[config.mk]
export PLATFORM = sky130hd
export DESIGN_NAME = race_timer
export DESIGN_NICKNAME = d
export VERILOG_FILES = /design/src/rtl/race_timer_pkg.sv /design/src/rtl/race_timer_channel.sv /design/src/rtl/race_timer.sv
export SDC_FILE = /design/constraint.sdc
export NUM_CORES = 1
export LEC_CHECK = 0
export ABC_AREA = 1
export BUFFER_PORTS_ARGS = -buffer_cell sky130_fd_sc_hd__buf_2
export CELL_PAD_IN_SITES_DETAIL_PLACEMENT = 2
export CELL_PAD_IN_SITES_GLOBAL_PLACEMENT = 2
export CORE_MARGIN = 2
export CORE_UTILIZATION = 34
export DETAILED_ROUTE_END_ITERATION = 16
export PLACE_DENSITY_LB_ADDON = 0.1
export SYNTH_ARGS = -nofsm -noshare
export SYNTH_HDL_FRONTEND = slang
export SYNTH_SLANG_ARGS = --single-unit
[constraint.sdc]
create_clock -name pclk -period 3.7 [get_ports pclk]
set_input_delay 0.74 -clock pclk [delete_from_list [all_inputs] [get_ports pclk]]
set_output_delay 0.74 -clock pclk [all_outputs]
set_load 0.05 [all_outputs]
[src/rtl/race_timer_pkg.sv]
// race_timer_pkg: shared types, default time constants and the lap
// validity rule used by every race_timer timing channel.
package race_timer_pkg;

  // Per-channel lap-timing state.
  typedef enum logic [1:0] {
    CH_IDLE     = 2'd0,
    CH_COUNT    = 2'd1,
    CH_FINISHED = 2'd2
  } chan_state_t;

  // Defaults for a 65 MHz pclk and 0.01 s time units.
  localparam int unsigned DEF_TICK_DIV     = 650000;
  localparam int unsigned DEF_MAX_LAP_TIME = 4000;
  localparam int unsigned DEF_MIN_LAP_TIME = 100;

  // A lap counts only if every checkpoint was seen, the lap did not time
  // out, and it lasted strictly longer than the minimum. Callers pass
  // zero-extended TIME_W values (TIME_W <= 32).
  function automatic logic lap_valid(input logic        cp_seen,
                                     input logic        timed_out,
                                     input logic [31:0] cur_time,
                                     input logic [31:0] min_time);
    return cp_seen && !timed_out && (cur_time > min_time);
  endfunction

endpackage

[src/rtl/race_timer_channel.sv]
// lap_timer_channel: one player's lap timer.
//   pclk, rst           clock and synchronous active-high reset (includes clear)
//   start, stop         shared run/pause levels
//   tick                one-cycle 0.01 s time-unit strobe from the prescaler
//   lap_finished        finish-line pulse for this player
//   checkpoints_passed  all checkpoints of the current lap seen
//   current/last/best   lap times (best = 0 means no valid lap yet)
//   lap_count           valid laps completed
//   max_time_exceeded   current lap saturated at MAX_LAP_TIME
//   finished            player reached LAPS_TO_WIN valid laps
//   counting            channel is in COUNT (enables the shared prescaler)
module lap_timer_channel
  import race_timer_pkg::*;
#(
  parameter int unsigned TIME_W       = 16,
  parameter int unsigned MAX_LAP_TIME = DEF_MAX_LAP_TIME,
  parameter int unsigned MIN_LAP_TIME = DEF_MIN_LAP_TIME,
  parameter int unsigned LAPS_TO_WIN  = 3,
  parameter int unsigned LAP_CNT_W    = 4
) (
  input  logic                 pclk,
  input  logic                 rst,
  input  logic                 start,
  input  logic                 stop,
  input  logic                 tick,
  input  logic                 lap_finished,
  input  logic                 checkpoints_passed,
  output logic [TIME_W-1:0]    current,
  output logic [TIME_W-1:0]    last,
  output logic [TIME_W-1:0]    best,
  output logic [LAP_CNT_W-1:0] lap_count,
  output logic                 max_time_exceeded,
  output logic                 finished,
  output logic                 counting
);

  localparam logic [TIME_W-1:0]    MAX_T    = TIME_W'(MAX_LAP_TIME);
  localparam logic [TIME_W-1:0]    MIN_T    = TIME_W'(MIN_LAP_TIME);
  localparam logic [LAP_CNT_W-1:0] LAST_LAP = LAP_CNT_W'(LAPS_TO_WIN - 1);

  chan_state_t state;

  assign counting = (state == CH_COUNT);

  // Priority inside COUNT: stop, then lap event, then tick. A lap event
  // swallows a coincident tick so the new lap starts at exactly 0.
  always_ff @(posedge pclk) begin
    if (rst) begin
      state             <= CH_IDLE;
      current           <= '0;
      last              <= '0;
      best              <= '0;
      lap_count         <= '0;
      max_time_exceeded <= 1'b0;
      finished          <= 1'b0;
    end else begin
      unique case (state)
        CH_IDLE: begin
          if (start && !stop) state <= CH_COUNT;
        end
        CH_COUNT: begin
          if (stop) begin
            state <= CH_IDLE;
          end else if (lap_finished) begin
            if (lap_valid(checkpoints_passed, max_time_exceeded,
                          32'(current), 32'(MIN_T))) begin
              last <= current;
              if (best == '0 || current < best) best <= current;
              lap_count <= lap_count + 1'b1;
              if (lap_count == LAST_LAP) begin
                state    <= CH_FINISHED;
                finished <= 1'b1;
              end
            end
            current           <= '0;
            max_time_exceeded <= 1'b0;
          end else if (tick) begin
            if (current < MAX_T) begin
              current <= current + 1'b1;
            end else begin
              current           <= MAX_T;
              max_time_exceeded <= 1'b1;
            end
          end
        end
        CH_FINISHED: begin
          state <= CH_FINISHED;
        end
        default: state <= CH_IDLE;
      endcase
    end
  end

endmodule

[src/rtl/race_timer.sv]
// race_timer: multi-player lap timer with a shared 0.01 s prescaler,
// winner arbitration and race completion.
//   pclk, rst           clock, synchronous active-high reset
//   start, stop         run / pause levels; clear restarts the race
//   lap_finished        per-player finish-line pulses
//   checkpoints_passed  per-player all-checkpoints-seen levels
//   current/last/best_lap_time  packed per player, player 0 in LSBs
//   lap_count, max_time_exceeded, player_finished  per-player status
//   winner_valid, winner_id      sticky first finisher (lowest index on ties)
//   race_done           every player finished
module race_timer
  import race_timer_pkg::*;
#(
  parameter int unsigned NUM_PLAYERS  = 2,
  parameter int unsigned TICK_DIV     = DEF_TICK_DIV,
  parameter int unsigned TIME_W       = 16,
  parameter int unsigned MAX_LAP_TIME = DEF_MAX_LAP_TIME,
  parameter int unsigned MIN_LAP_TIME = DEF_MIN_LAP_TIME,
  parameter int unsigned LAPS_TO_WIN  = 3,
  parameter int unsigned LAP_CNT_W    = 4,
  parameter int unsigned ID_W         = 3
) (
  input  logic                             pclk,
  input  logic                             rst,
  input  logic                             start,
  input  logic                             stop,
  input  logic                             clear,
  input  logic [NUM_PLAYERS-1:0]           lap_finished,
  input  logic [NUM_PLAYERS-1:0]           checkpoints_passed,
  output logic [NUM_PLAYERS*TIME_W-1:0]    current_lap_time,
  output logic [NUM_PLAYERS*TIME_W-1:0]    last_lap_time,
  output logic [NUM_PLAYERS*TIME_W-1:0]    best_lap_time,
  output logic [NUM_PLAYERS*LAP_CNT_W-1:0] lap_count,
  output logic [NUM_PLAYERS-1:0]           max_time_exceeded,
  output logic [NUM_PLAYERS-1:0]           player_finished,
  output logic                             winner_valid,
  output logic [ID_W-1:0]                  winner_id,
  output logic                             race_done
);

  localparam int unsigned PRE_W = $clog2(TICK_DIV);

  logic                   rst_i;
  logic [PRE_W-1:0]       pre_cnt;
  logic                   tick;
  logic [NUM_PLAYERS-1:0] counting;
  logic                   any_count;
  logic                   first_found;
  logic [ID_W-1:0]        first_id;

  assign rst_i     = rst | clear;
  assign any_count = |counting;
  assign tick      = any_count && (pre_cnt == PRE_W'(TICK_DIV - 1));

  // Prescaler freezes while nobody counts so a pause keeps sub-unit phase.
  always_ff @(posedge pclk) begin
    if (rst_i) begin
      pre_cnt <= '0;
    end else if (any_count) begin
      pre_cnt <= tick ? '0 : pre_cnt + 1'b1;
    end
  end

  genvar g;
  generate
    for (g = 0; g < NUM_PLAYERS; g++) begin : g_chan
      lap_timer_channel #(
        .TIME_W      (TIME_W),
        .MAX_LAP_TIME(MAX_LAP_TIME),
        .MIN_LAP_TIME(MIN_LAP_TIME),
        .LAPS_TO_WIN (LAPS_TO_WIN),
        .LAP_CNT_W   (LAP_CNT_W)
      ) u_chan (
        .pclk              (pclk),
        .rst               (rst_i),
        .start             (start),
        .stop              (stop),
        .tick              (tick),
        .lap_finished      (lap_finished[g]),
        .checkpoints_passed(checkpoints_passed[g]),
        .current           (current_lap_time[g*TIME_W +: TIME_W]),
        .last              (last_lap_time[g*TIME_W +: TIME_W]),
        .best              (best_lap_time[g*TIME_W +: TIME_W]),
        .lap_count         (lap_count[g*LAP_CNT_W +: LAP_CNT_W]),
        .max_time_exceeded (max_time_exceeded[g]),
        .finished          (player_finished[g]),
        .counting          (counting[g])
      );
    end
  endgenerate

  // Lowest-index finisher wins simultaneous finishes.
  always_comb begin
    first_found = 1'b0;
    first_id    = '0;
    for (int unsigned i = 0; i < NUM_PLAYERS; i++) begin
      if (!first_found && player_finished[i]) begin
        first_found = 1'b1;
        first_id    = ID_W'(i);
      end
    end
  end

  always_ff @(posedge pclk) begin
    if (rst_i) begin
      winner_valid <= 1'b0;
      winner_id    <= '0;
      race_done    <= 1'b0;
    end else begin
      race_done <= &player_finished;
      if (!winner_valid && first_found) begin
        winner_valid <= 1'b1;
        winner_id    <= first_id;
      end
    end
  end

endmodule

==> metrics.csv, run 1 <==
metric,value,unit
nets,1143,
setup_ws,1.11,ns
yosys_warnings,0,
setup_viol,0,
ys.flop_type,dfxtp_1,
io_buffers,119,
crit_type,register to register,
critPathTopFamily,buffers and inverters,
root_buffer,clkbuf_16,
syn_to_final_growth,19.5,%
fmax,386,MHz
drt-pass1-iter-count,4,
synthTopCellsByArea,"dfxtp_1 39%, nand2_1 11%, a21oi_1 7.3%",
place_area,7760,sq um
finalSetupTns,0,ns
post_cts.repair.setup_buffers,0,
drcViolationCount,0,
io_pins,122,
min_path_type,register to register,
rows,52,
ctsHoldBuffers,0,
initial_core_util,34.6,%
path_clk_slew,0.07,ns
cp_data_required_time,4.04,ns
period_needed,2.59,ns
die_h,148,um
place.gp.congestion,0.741,
cts_buffers,17,
wl_per_cell,17.4,um
syn_inst,991,
yosys.area.top_type,dfxtp_1,
end_kind,register,
synth_top_area_share,38.6,%
grt_util_met1,30.7,%
crit_chain,inv_1 -> ha_1 -> nor2_1 -> nor2_1 -> o211ai_2 -> nand3_4 -> inv_2 -> o21ai_0 -> a21oi_1,
grt_use_met3,4.29,%
cts_buffer_depth,2,
synth_cell_types,37,
slew_violations,0,
fp.dieW,148,um
fillers,2441,
slowest_stage,inv_2,
arrival,2.93,ns
diodes,0,
run_status,finished clean,
dp_hpwl,16900,um
stdcell_area,8370,sq um
async_flop_share,0,%
dieArea,21800,sq um
critPathMaxFanout,34,
ant_nets,0,
worstSetupStartpointType,register,
cpPeakStageDelay,0.54,ns
coreArea,20200,sq um
maxCapViolations,0,
finalClockSkew,0.00872,ns
max_slew_margin,58.5,%
synth_edf_count,0,
worst_pin_slew,0.622,ns
track_usage,22.8,%
fin_crit_sh,70.0,%
layout-drive-gt1-share,17.1,%
ys_ff_latch,135,
htree_levels,4,
grt_max_degree,52,
clkLatencyLatePin,0.43,ns
postCtsResizedCells,0,
use_met2,38.2,%
wl,23900,um
worst-path-buf-inv,2,
hold_violations,0,
seqCellArea,2700,sq um
avgViaCountPerCell,5.02,
powerDensity,400,nW/um^2
avgSynthCellArea,7.07,sq um
whs,0.458,ns
cts.sinks,135,
top_usage_layer,met2,
ir_drop,0.000267,V
synthesis.area,7000,sq um
seq_area_frac_synth,38.6,%
grt_antenna_before_repair,0,
overflow,0,
grt_setup_unrepaired,false,
multi_input_area,3530,sq um
cpMostUsedCell,nor2_1,
dp_slack,1.16,ns
drtIter0Drc,250,
cts_tree,done,
grt_pass1_wl,39900,um
finalPower,3.35,mW
p_leak,3.61,nW
vias,6918,
first_global_vias,7468,
-- placed cells by master, fill, tap and decap left out, types with 8 or more instances in the layout --
cell	Yosys	layout
a211oi_1	28	28
a21oi_1	102	102
buf_2	11	119
buf_4	17	10
clkbuf_16	0	17
dfxtp_1	135	135
ha_1	39	39
inv_1	132	132
nand2_1	204	204
nand3_1	54	54
nand4_1	9	9
nor2_1	118	117
nor3_1	27	27
nor4_1	15	15
o21ai_0	23	23
xor2_1	8	8
-- final timing paths --
kind	from	end	slack, ns	depth (start not counted)
max	g_chan[1].u_chan.current[0]$_SDFFE_PP0P_	g_chan[1].u_chan.last[1]$_SDFFE_PP0P_	1.11	9
min	g_chan[0].u_chan.last[0]$_SDFFE_PP0P_	g_chan[0].u_chan.last[0]$_SDFFE_PP0P_	0.46	2
max reg2reg	g_chan[1].u_chan.current[0]$_SDFFE_PP0P_	g_chan[1].u_chan.last[1]$_SDFFE_PP0P_	1.11	9
min reg2reg	g_chan[0].u_chan.last[0]$_SDFFE_PP0P_	g_chan[0].u_chan.last[0]$_SDFFE_PP0P_	0.46	2
-- cells in the mapped netlist (12+ instances only) --
library cell  instances
a211oi_1             28
a21oi_1             102
buf_4                17
clkbuf_1             12
dfxtp_1             135
ha_1                 39
inv_1               132
nand2_1             204
nand3_1              54
nor2_1              118
nor3_1               27
nor4_1               15
o21ai_0              23
-- where the power goes --
group          switching [mW]  total (mW)  internal (mW)
registers             0.00115        1.46           1.45
clock network           0.699        1.82           1.12
logic                  0.0584      0.0739         0.0156
-- layout make-up --
| cell class | count | share of cell area (%) |
|---|---|---|
| multi-input cells | 673 | 42.1 |
| flip-flops and latches | 135 | 32.3 |
| clock buffers | 18 | 5.13 |
| repair buffers | 129 | 8.01 |
| inverters | 139 | 6.23 |
| clock inverters | 13 | 2.17 |
| well taps | 270 | 4.04 |
-- registers in the layout (all words and copies together), names as in the netlist --
name / count
g_chan.u_chan.best: 32
g_chan.u_chan.current: 32
g_chan.u_chan.last: 32
pre_cnt: 20
g_chan.u_chan.lap_count: 8
g_chan.u_chan.state: 4
g_chan.u_chan.finished: 2
g_chan.u_chan.max_time_exceeded: 2
race_done: 1
winner_id: 1
winner_valid: 1
-- through the flow --
stage                     cells  util (%)
after CTS                  1377      41.4
after floorplan             992         -
final                      1377      41.4
after global placement     1346      38.4
after detailed placement   1346      38.4
after global routing       1377      41.4
-- cells by family after synthesis --
family,count (synthesis),synth area share [%]
buf+inv,184,11.2
flops,135,38.6
simple gates,455,28.6
other cells,1,0.0536
compound gates,165,13.1
fa+ha+maj,39,6.97
xor+xnor,12,1.50
-- worst register-to-register path, cell delays in order (launching register included) --
cell and delay, ns:
dfxtp_1 0.43, inv_1 0.14, ha_1 0.22, nor2_1 0.13, nor2_1 0.09, o211ai_2 0.26, nand3_4 0.34, inv_2 0.55
o21ai_0 0.18, a21oi_1 0.18
-- per-layer routing --
layer,up-vias,routed length [um],share of wire [%]
li1,3418,-,-
met1,3391,11800,49
met2,90,11300,47
met3,19,643,2.7
met4,0,207,0.86
met5,-,0,0
(Power assumes the default switching activity.)
==> run 2, diff against run 1 <==
- CORE_UTILIZATION: 34 -> 28
- clock period: 3.7 -> 2.11 ns (I/O delays scaled with it)
==> metrics.csv, run 2 (synthesis gave the netlist of run 1 again) <==
metric,value,unit,change
cpMostUsedCell,nor2_1,,
layoutNonFillerInstCount,1488,,+8.1%
drtIter0Drc,216,,-14%
seqPwrFrac,42.4,%,-1.0 points
fmax,495,MHz,+28%
setup_viol,0,,unchanged
wl,25800,um,+7.8%
coreArea,24500,sq um,+21%
initial_core_util,28.6,%,-6.0 points
crit_type,register to register,,
top_regs,"g_chan.u_chan.best x32, g_chan.u_chan.current x32, g_chan.u_chan.last x32",,
wl_per_cell,17.4,um,-0.21%
grt_util_met1,26.4,%,-4.3 points
track_usage,19.9,%,-2.9 points
dp_slack,0.0220,ns,-1.14 ns
hold_violations,0,,unchanged
cts_buffers,17,,unchanged
arrival,2.34,ns,-0.59 ns
crit_chain,inv_1 -> ha_1 -> nor2_1 -> nor2_1 -> o211ai_2 -> nand3_4 -> buf_4 -> nor2_1 -> nand2_1 -> nand2_1 -> nor2_1,,
cpPeakStageDelay,0.38,ns,-0.16 ns
timing.rr.start,g_chan[1].u_chan.current[0]$_SDFFE_PP0P_,,
run_status,finished clean,,
use_met2,34.1,%,-4.1 points
worstSetupStartpointType,register,,
cp_data_required_time,2.43,ns,-1.61 ns
place.gp.congestion,0.754,,+1.8%
worst-path-buf-inv,2,,unchanged
min_from,start,,
fillers,2953,,+21%
io_buffers,119,,unchanged
nets,1200,,+5.0%
ir_drop,0.000389,V,+46%
p_leak,3.95,nW,+9.5%
slowest_stage,dfxtp_4,,
switching_power,1.40,mW,+84%
grt_setup_unrepaired,true,,
cts.sinks,135,,unchanged
grt_antenna_before_repair,0,,unchanged
root_buffer,clkbuf_16,,
drcViolationCount,0,,unchanged
fp.dieW,162,um,+9.9%
htree_levels,4,,unchanged
grt_use_met3,2.91,%,-1.4 points
overflow,0,,unchanged
fin_crit_sh,95.7,%,+26 points
startpoint,g_chan[1].u_chan.current[0]$_SDFFE_PP0P_,,
cts_tree,done,,
maxCapViolations,0,,unchanged
dp_hpwl,18900,um,+11%
combPwrFrac,2.4,%,+0.2 points
dieArea,26300,sq um,+21%
grt_pass1_wl,41400,um,+3.8%
critPathMaxFanout,12,,-65%
netSwitchingFraction,23.3,%,+0.66 points
cts_buffer_depth,2,,unchanged
avgViaCountPerCell,4.83,,-3.8%
ctsHoldBuffers,0,,unchanged
syn_to_final_growth,29.6,%,
drt-pass1-iter-count,4,,unchanged
vias,7188,,+3.9%
top_usage_layer,met2,,
critPathTopFamily,simple AND/OR/NAND/NOR gates,,
slew_violations,0,,unchanged
clkLatencyLatePin,0.43,ns,about the same
p_int,4.61,mW,+78%
powerDensity,662,nW/um^2,+65%
path_clk_slew,0.07,ns,about the same
setup_ws,0.0907,ns,-1.02 ns
layout-drive-gt1-share,22.9,%,+5.8 points
die_h,162,um,+9.9%
period_needed,2.02,ns,-0.572 ns
io_pins,122,,unchanged
clockPowerShare,55.2,%,+0.8 points
rows,57,,+9.6%
end_kind,register,,
ant_nets,0,,unchanged
whs,0.383,ns,-0.0758 ns
first_global_vias,7521,,+0.71%
final_common_cell,nand2_1,,
final_cell_mix,"203 x nand2_1, 133 x dfxtp_1, 130 x inv_1",,
dp.cells,1449,,+7.7%
diodes,0,,unchanged
min_path_type,primary input to register,,
finalClockSkew,0.0158,ns,+0.00703 ns
grt_max_degree,73,,+40%
[run 2: cell types whose count changed in the layout (fill, tap and decap cells not counted), sizes merged]
cell	change
buf	+55
clkbuf	+1
clkinv	-4
inv	+4
nand3	+1
[run 2: tightest hold or removal path, cell delays in order]
cell     delay, ns
buf_2         0.10
inv_1         0.06
nor2_1        0.06
nand2_1       0.06
a21oi_1       0.06
[run 2: metal layers]
metal / vias to the layer above / part of all wire [%]
met1: 3564 / 48
met5: - / 0
li1: 3530 / -
met2: 82 / 49
met3: 12 / 2.2
met4: 0 / 0.76
[run 2: power groups by stage]
stage	Sequential (mW)	Clock, mW	Combinational (mW)
after floorplan	2.61	0	0.0907
after global placement	2.61	0	0.141
after CTS	2.55	3.40	0.143
final	2.55	3.32	0.143
after detailed placement	2.61	0	0.142
after global routing	2.55	3.51	0.158
[run 2: layout make-up]
cell class	count	area (sq um)	share of cell area (%)
well taps	324	405	4.47
clock buffers	18	439	4.84
inverters	139	527	5.80
repair buffers	185	1190	13.1
flip-flops and latches	135	2710	29.8
clock inverters	13	193	2.12
multi-input cells	674	3610	39.8
[run 2: worst paths after layout]
check | to | slack, ns | cells past startpoint
hold reg to reg | winner_id[0]$_SDFFE_PP0P_ | 0.46 | 1
setup reg to reg | g_chan[1].u_chan.best[9]$_SDFFE_PP0P_ | 0.09 | 11
hold / removal | g_chan[0].u_chan.state[0]$_SDFFE_PP0P_ | 0.38 | 5
setup / recovery | g_chan[1].u_chan.best[9]$_SDFFE_PP0P_ | 0.09 | 11
[run 2: per-stage QoR]
step	TNS (ns)	total power [mW]	util, %	cell area (sq um)
floorplan	0	2.70	-	7010
global placement	0	2.75	33.8	8270
detailed placement	0	2.75	33.8	8270
CTS	0	6.10	36.4	8910
global route	-0.0874	6.22	37.1	9070
finish	0	6.01	37.1	9070
[run 2: what timing repair did]
action / 4_1_cts / 5_1_grt
endpoints found under the setup margin: 5 / 60
pin swaps: 0 / 5
gates cloned: 0 / 2
hold endpoints to repair: 0 / 0
setup buffers: 0 / 6
gates resized for setup: 1 / 26
